$ cat config.mk
export PLATFORM = sky130hd
export DESIGN_NAME = sync_fifo_v3
export DESIGN_NICKNAME = d
export VERILOG_FILES = /design/src/rtl/sync_fifo_v3_pkg.sv /design/src/rtl/sync_fifo_v3.sv
export SDC_FILE = /design/constraint.sdc
export NUM_CORES = 1
export LEC_CHECK = 0
export ABC_AREA = 1
export BUFFER_PORTS_ARGS = -buffer_cell sky130_fd_sc_hd__buf_4
export CAP_MARGIN = 20
export CORE_ASPECT_RATIO = 1.1
export CORE_MARGIN = 5
export CORE_UTILIZATION = 55
export DETAILED_ROUTE_END_ITERATION = 6
export HOLD_SLACK_MARGIN = 0.12
export PLACE_DENSITY = 0.82
export SYNTH_ARGS = -nofsm -noshare
export SYNTH_HDL_FRONTEND = slang
export SYNTH_SLANG_ARGS = --single-unit
$ cat constraint.sdc
create_clock -name clk_i -period 7.9 [get_ports clk_i]
set_input_delay 0.79 -clock clk_i [delete_from_list [all_inputs] [get_ports clk_i]]
set_output_delay 0.79 -clock clk_i [all_outputs]
set_load 0.02 [all_outputs]
$ cat src/rtl/sync_fifo_v3_pkg.sv
// Shared helpers for the sync_fifo_v3 queue primitive.
// Pointer width is derived here so wrappers can size their status ports identically.
package sync_fifo_v3_pkg;

  function automatic int unsigned addr_bits(input int unsigned depth);
    return (depth > 1) ? $clog2(depth) : 1;
  endfunction

endpackage

$ cat src/rtl/sync_fifo_v3.sv
// Circular-buffer FIFO: 1-cycle write-to-head latency (0 with FALL_THROUGH); DEPTH=0 is pure pass-through.
// No internal backpressure beyond full_o/empty_o: pushes while full and pops while empty are dropped.
module sync_fifo_v3
  import sync_fifo_v3_pkg::*;
#(
  parameter logic        FALL_THROUGH = 1'b0,
  parameter int unsigned DATA_WIDTH   = 32,
  parameter int unsigned DEPTH        = 8,
  parameter type         dtype        = logic [DATA_WIDTH-1:0],
  parameter int unsigned ADDR_DEPTH   = addr_bits(DEPTH)
) (
  input  logic                  clk_i,
  input  logic                  rst_i,
  input  logic                  flush_i,
  input  logic                  testmode_i,
  output logic                  full_o,
  output logic                  empty_o,
  output logic [ADDR_DEPTH-1:0] usage_o,
  input  dtype                  data_i,
  input  logic                  push_i,
  output dtype                  data_o,
  input  logic                  pop_i
);

  if (DEPTH == 0) begin : g_passthru
    assign data_o  = data_i;
    assign full_o  = !pop_i;
    assign empty_o = !push_i;
    assign usage_o = '0;
  end else begin : g_fifo
    localparam logic [ADDR_DEPTH:0]   FULL_CNT = (ADDR_DEPTH+1)'(DEPTH);
    localparam logic [ADDR_DEPTH-1:0] LAST_PTR = (ADDR_DEPTH)'(DEPTH - 1);

    logic [ADDR_DEPTH-1:0] read_ptr;
    logic [ADDR_DEPTH-1:0] write_ptr;
    logic [ADDR_DEPTH:0]   count;
    dtype                  mem [DEPTH];

    logic cnt_zero;
    logic ft_active;
    logic ft_bypass;
    logic push_acc;
    logic pop_acc;
    logic mem_en;

    assign cnt_zero  = (count == '0);
    assign ft_active = FALL_THROUGH && cnt_zero && push_i;
    // A simultaneous push+pop on an empty fall-through queue never touches storage.
    assign ft_bypass = ft_active && pop_i;

    assign full_o  = (count == FULL_CNT);
    assign empty_o = cnt_zero && !(FALL_THROUGH && push_i);
    assign usage_o = count[ADDR_DEPTH-1:0];
    assign data_o  = ft_active ? data_i : mem[read_ptr];

    assign push_acc = push_i && !full_o && !ft_bypass;
    assign pop_acc  = pop_i && !empty_o && !ft_bypass;

    always_ff @(posedge clk_i or posedge rst_i) begin
      if (rst_i) begin
        read_ptr  <= '0;
        write_ptr <= '0;
        count     <= '0;
      end else if (flush_i) begin
        read_ptr  <= '0;
        write_ptr <= '0;
        count     <= '0;
      end else begin
        if (push_acc) begin
          write_ptr <= (write_ptr == LAST_PTR) ? '0 : write_ptr + 1'b1;
        end
        if (pop_acc) begin
          read_ptr <= (read_ptr == LAST_PTR) ? '0 : read_ptr + 1'b1;
        end
        if (push_acc && !pop_acc) begin
          count <= count + 1'b1;
        end else if (pop_acc && !push_acc) begin
          count <= count - 1'b1;
        end
      end
    end

    // Storage enable maps onto a clock gate; testmode_i holds the gate open and the
    // recirculating data path keeps contents unchanged.
    assign mem_en = push_acc || testmode_i;

    always_ff @(posedge clk_i or posedge rst_i) begin
      if (rst_i) begin
        for (int unsigned i = 0; i < DEPTH; i++) begin
          mem[i] <= '0;
        end
      end else if (mem_en) begin
        mem[write_ptr] <= push_acc ? data_i : mem[write_ptr];
      end
    end
  end

`ifndef SYNTHESIS
  a_no_overflow : assert property (@(posedge clk_i) disable iff (rst_i) !(push_i && full_o))
    else $warning("sync_fifo_v3: push_i while full_o, entry dropped");
  a_no_underflow : assert property (@(posedge clk_i) disable iff (rst_i) !(pop_i && empty_o))
    else $warning("sync_fifo_v3: pop_i while empty_o, pop ignored");
`endif

endmodule

==> flow_summary.html <==
<table>
<tr><th>Metric</th><th>Value</th></tr>
<tr><th colspan="2">Run status</th></tr>
<tr><td>Status</td><td>complete, but fails checks</td></tr>
<tr><td>Failing checks</td><td>DRC</td></tr>
<tr><th colspan="2">Layout</th></tr>
<tr><td>Most common cell after layout, fill and taps aside</td><td>nand2_1</td></tr>
<tr><td>Antenna diode instance count</td><td>0</td></tr>
<tr><td>Final net count</td><td>between 2000 and 2500</td></tr>
<tr><td>Share of cells above drive strength 1</td><td>a little under an eighth</td></tr>
<tr><td>Area growth syn-to-layout</td><td>8.40%</td></tr>
<tr><td>Most frequent cells in the layout</td><td>nand2_1 (966), nand3_1 (283), dfrtp_1 (262)</td></tr>
<tr><td>Filler cell count in the final layout</td><td>between 2000 and 3000</td></tr>
<tr><td>Number of cells in the finished layout apart from fillers</td><td>approximately 2700</td></tr>
<tr><th colspan="2">Yosys</th></tr>
<tr><td>Number of synthesized flops with an enable pin</td><td>0</td></tr>
<tr><td>Register area share after synthesis</td><td>approximately two fifths</td></tr>
<tr><td>Gate count of the mapped netlist</td><td>between 2000 and 2500</td></tr>
<tr><td>Post-synthesis net count</td><td>roughly 2400</td></tr>
<tr><td>Post-Synth Adder-Cell Area</td><td>less than 1%</td></tr>
<tr><td>Mean instance size in the synthesized netlist</td><td>just under 7 um^2</td></tr>
<tr><td>Post-Synth XOR/XNOR Area</td><td>0.0536%</td></tr>
<tr><td>Share of synthesized cell area in and, or, nand and nor gates</td><td>roughly two fifths</td></tr>
<tr><td>Cell Area, Synth</td><td>approximately 0.016 mm^2</td></tr>
<tr><td>Multiplexer fraction of the synthesized cell area</td><td>0%</td></tr>
<tr><td>Share of flip-flops with an asynchronous set or reset</td><td>100%</td></tr>
<tr><td>Number of distinct library cells after synthesis</td><td>35</td></tr>
<tr><td>Area contributors post-synth</td><td>dfrtp_1 (41%), nand2_1 (22%), nand3_1 (8.7%), o21ai_0 (7.0%), buf_2 (3.0%)</td></tr>
<tr><td>Fraction of synthesized cell area taken by the top area cell type</td><td>40.8%</td></tr>
<tr><td>Count of yosys warnings during synthesis</td><td>0</td></tr>
<tr><td>Leading area contributor after synthesis</td><td>dfrtp_1</td></tr>
<tr><td>Most used flip-flop cell after synthesis</td><td>dfrtp_1</td></tr>
<tr><td>Synthesized flop and latch total</td><td>266</td></tr>
<tr><td>Synth Area in Compound Gates</td><td>roughly a tenth</td></tr>
<tr><td>Largest family of logic cells by synthesized area</td><td>simple AND/OR/NAND/NOR gates</td></tr>
<tr><th colspan="2">Critical path</th></tr>
<tr><td>Most frequent cell on the critical path</td><td>buf_4</td></tr>
<tr><td>Slowest cell on the critical path</td><td>buf_4</td></tr>
<tr><td>Number of cells traversed by the worst register-to-register path</td><td>7</td></tr>
<tr><td>CP endpoint kind</td><td>output port</td></tr>
<tr><td>Data required time at the worst endpoint</td><td>slightly above 7 ns</td></tr>
<tr><td>Series of cell instances along the critical path</td><td>inv_4 -&gt; buf_4 -&gt; nor2_1 -&gt; o21ai_0 -&gt; a21oi_1 -&gt; a31oi_1 -&gt; buf_4</td></tr>
<tr><td>Startpoint type of the worst setup path</td><td>register</td></tr>
<tr><td>Crit path kind</td><td>register to output port</td></tr>
<tr><td>Data arrival time of the critical path</td><td>around 3.3 ns</td></tr>
<tr><td>Highest net fanout along the worst path</td><td>94</td></tr>
<tr><td>Max stage delay on crit path</td><td>between 0.8 and 0.9 ns</td></tr>
<tr><th colspan="2">Routing</th></tr>
<tr><td>Remaining design rule violation count</td><td>7</td></tr>
<tr><td>Vias after detailed routing</td><td>16479</td></tr>
<tr><td>Via-per-instance ratio</td><td>between 6 and 7</td></tr>
<tr><td>Detailed Routing Iterations Pass 1</td><td>7</td></tr>
<tr><td>Number of routed nets with antenna violations</td><td>0</td></tr>
<tr><td>Average routed wire per standard cell</td><td>19.0 um</td></tr>
<tr><td>Initial drt markers</td><td>about 2100</td></tr>
<tr><td>Total wire length</td><td>51700 um</td></tr>
<tr><th colspan="2">Power and ir drop</th></tr>
<tr><td>Leakage dissipation</td><td>between 9 and 10 nW</td></tr>
<tr><td>Power per cell area</td><td>between 300 and 400 mW/mm^2</td></tr>
<tr><td>Max VDD drop</td><td>about 0.27 mV</td></tr>
<tr><th colspan="2">GRT</th></tr>
<tr><td>GRT Residual Overflow</td><td>0</td></tr>
<tr><td>Antenna violations before repair</td><td>0</td></tr>
<tr><td>First-pass GRT wire length</td><td>between 80000 and 90000 um</td></tr>
<tr><td>Via count of the first global-routing pass</td><td>16029</td></tr>
<tr><td>Total global routing track utilization</td><td>30.5%</td></tr>
<tr><td>Pin count of the biggest net entering global routing</td><td>around 150</td></tr>
<tr><th colspan="2">Clocking</th></tr>
<tr><td>Number of buffers created by CTS</td><td>30</td></tr>
<tr><td>Clock edge transition at the registers on the reported setup and hold paths</td><td>0.06 ns</td></tr>
<tr><td>Quantity of hold-fixing buffers added after cts</td><td>0</td></tr>
<tr><td>Skew-Pair Late Insertion Delay</td><td>roughly 0.58 ns</td></tr>
<tr><td>Maximum root-to-sink buffer count</td><td>3</td></tr>
<tr><td>H-tree Lvls</td><td>1</td></tr>
<tr><td>Post-CTS setup buffer count</td><td>0</td></tr>
<tr><td>Clock tree sinks</td><td>between 200 and 300</td></tr>
<tr><td>CTS tree</td><td>done</td></tr>
<tr><td>Post_cts resized</td><td>0</td></tr>
<tr><td>Root Buffer Master</td><td>clkbuf_16</td></tr>
<tr><th colspan="2">Die</th></tr>
<tr><td>Count of pins on the block boundary</td><td>75</td></tr>
<tr><td>Number of rows in the core area</td><td>66</td></tr>
<tr><td>Die area</td><td>between 0.03 and 0.04 mm^2</td></tr>
<tr><td>Area of the core</td><td>0.0294 mm^2</td></tr>
<tr><td>Starting density of the core</td><td>a little under three fifths</td></tr>
<tr><td>Die span in y</td><td>191 um</td></tr>
<tr><td>Die width</td><td>approximately 170 um</td></tr>
<tr><th colspan="2">STA</th></tr>
<tr><td>Setup Skew</td><td>between 0.02 and 0.03 ns</td></tr>
<tr><td>Final critical path time including I/O delays and setup</td><td>4.13 ns</td></tr>
<tr><td>Final critical-path share of the clock period</td><td>52.3%</td></tr>
<tr><td>Worst Tran Pin Value</td><td>approximately 1.1 ns</td></tr>
<tr><td>Setup repair after global routing missed its margin</td><td>no</td></tr>
<tr><td>Setup TNS after final layout</td><td>0 ns</td></tr>
<tr><td>Final Slew Violations</td><td>0</td></tr>
<tr><td>Final setup violation count</td><td>0</td></tr>
<tr><td>Normalized max-slew margin</td><td>between 20 and 30%</td></tr>
<tr><td>Final Hold Viols</td><td>0</td></tr>
<tr><td>Worst hold slack across all endpoints</td><td>0.423 ns</td></tr>
<tr><td>Highest achievable clock rate</td><td>0.242 GHz</td></tr>
<tr><th colspan="2">Place</th></tr>
<tr><td>Placed wire-length estimate</td><td>28300 um</td></tr>
<tr><td>Count of buffers inserted at the top-level ports</td><td>between 70 and 80</td></tr>
<tr><td>Gpl congestion</td><td>about 0.85</td></tr>
<tr><td>Count of placed standard cells including taps</td><td>about 2700</td></tr>
<tr><th colspan="2">Hold path</th></tr>
<tr><td>Path category of the worst min-delay check</td><td>input pin to async pin</td></tr>
<tr><th colspan="2">Flow run</th></tr>
<tr><td># Max-Cap Violations</td><td>0</td></tr>
</table>
## synth_stat cells, types with 17 or more instances
cell,instances
clkbuf_1,53
dfrtp_1,266
nand3_4,23
nand3_1,283
inv_1,101
a21oi_1,60
nand2_1,966
buf_2,98
o21ai_0,229
inv_2,17
nand3_2,17
nor2_1,117
or2_2,32
## path summary, 6_finish.rpt
check / start / end / slack (ns)
setup / recovery: g_fifo.read_ptr[0] / data_o[8] / 3.77
hold / removal: rst_i / g_fifo.mem[29] / 0.42
setup reg to reg: g_fifo.write_ptr[0] / g_fifo.mem[194] / 4.20
hold reg to reg: g_fifo.mem[36] / g_fifo.mem[36] / 0.48
max in group asynchronous: rst_i / g_fifo.write_ptr[0] / 6.14
min in group clk_i: g_fifo.mem[36] / g_fifo.mem[36] / 0.48
## flip-flops by register name, indices dropped and copies added (netlist names)
signal	count
g_fifo.mem	256
g_fifo.count	4
g_fifo.read_ptr	3
g_fifo.write_ptr	3
## cell type report
type / instances / area, um^2 / share of cell area [%]
Clock buffer: 40 / 848 / 4.79
Timing Repair Buffer: 98 / 768 / 4.34
Sequential cell: 266 / 6670 / 37.7
Clock inverter: 16 / 151 / 0.855
Inverter: 122 / 464 / 2.62
Multi-Input combinational cell: 1802 / 8330 / 47.1
Tap cell: 374 / 468 / 2.64
## report_power, final
part           internal (mW)  switching, mW  leakage, nW  total [mW]
Combinational           1.07           2.07         5.49        3.14
Clock                  0.819          0.591        0.488        1.41
Sequential              1.91          0.437         3.05        2.35
## cells by family after synthesis
kind of cell | Yosys count
and+or+nand+nor | 1470
AOI/OAI and AO/OA | 324
buffers and inverters | 300
DFF | 266
adders and majority gates | 7
xor gates and xnor gates | 1
## critical path: cells and delay by family (launching register included)
family	cells	cell delay [ns]
AO/OA/AOI/OAI	3	0.56
AND/OR/NAND/NOR	1	0.11
flip-flops	1	0.42
buffers and inverters	3	1.58
## metal layers
layer	GRT usage (%)	up-vias	share of wire, %
li1	-	7496	-
met3	5.29	213	11
met5	0	-	0
met4	15.4	0	4.9
met2	49.3	1031	46
met1	39.6	7739	38
## through the flow
step / setup slack [ns] / power (mW) / area [um^2] / util, %
5_1_grt: 3.59 / 7.40 / 17700 / 60.2
6_report: 3.77 / 6.90 / 17700 / 60.2
2_1_floorplan: 3.60 / 4.56 / 16300 / -
3_3_place_gp: 4.45 / 5.33 / 16700 / 56.7
4_1_cts: 3.85 / 6.86 / 17700 / 60.1
3_5_place_dp: 4.42 / 5.44 / 16700 / 56.7
(Power assumes the default switching activity.)
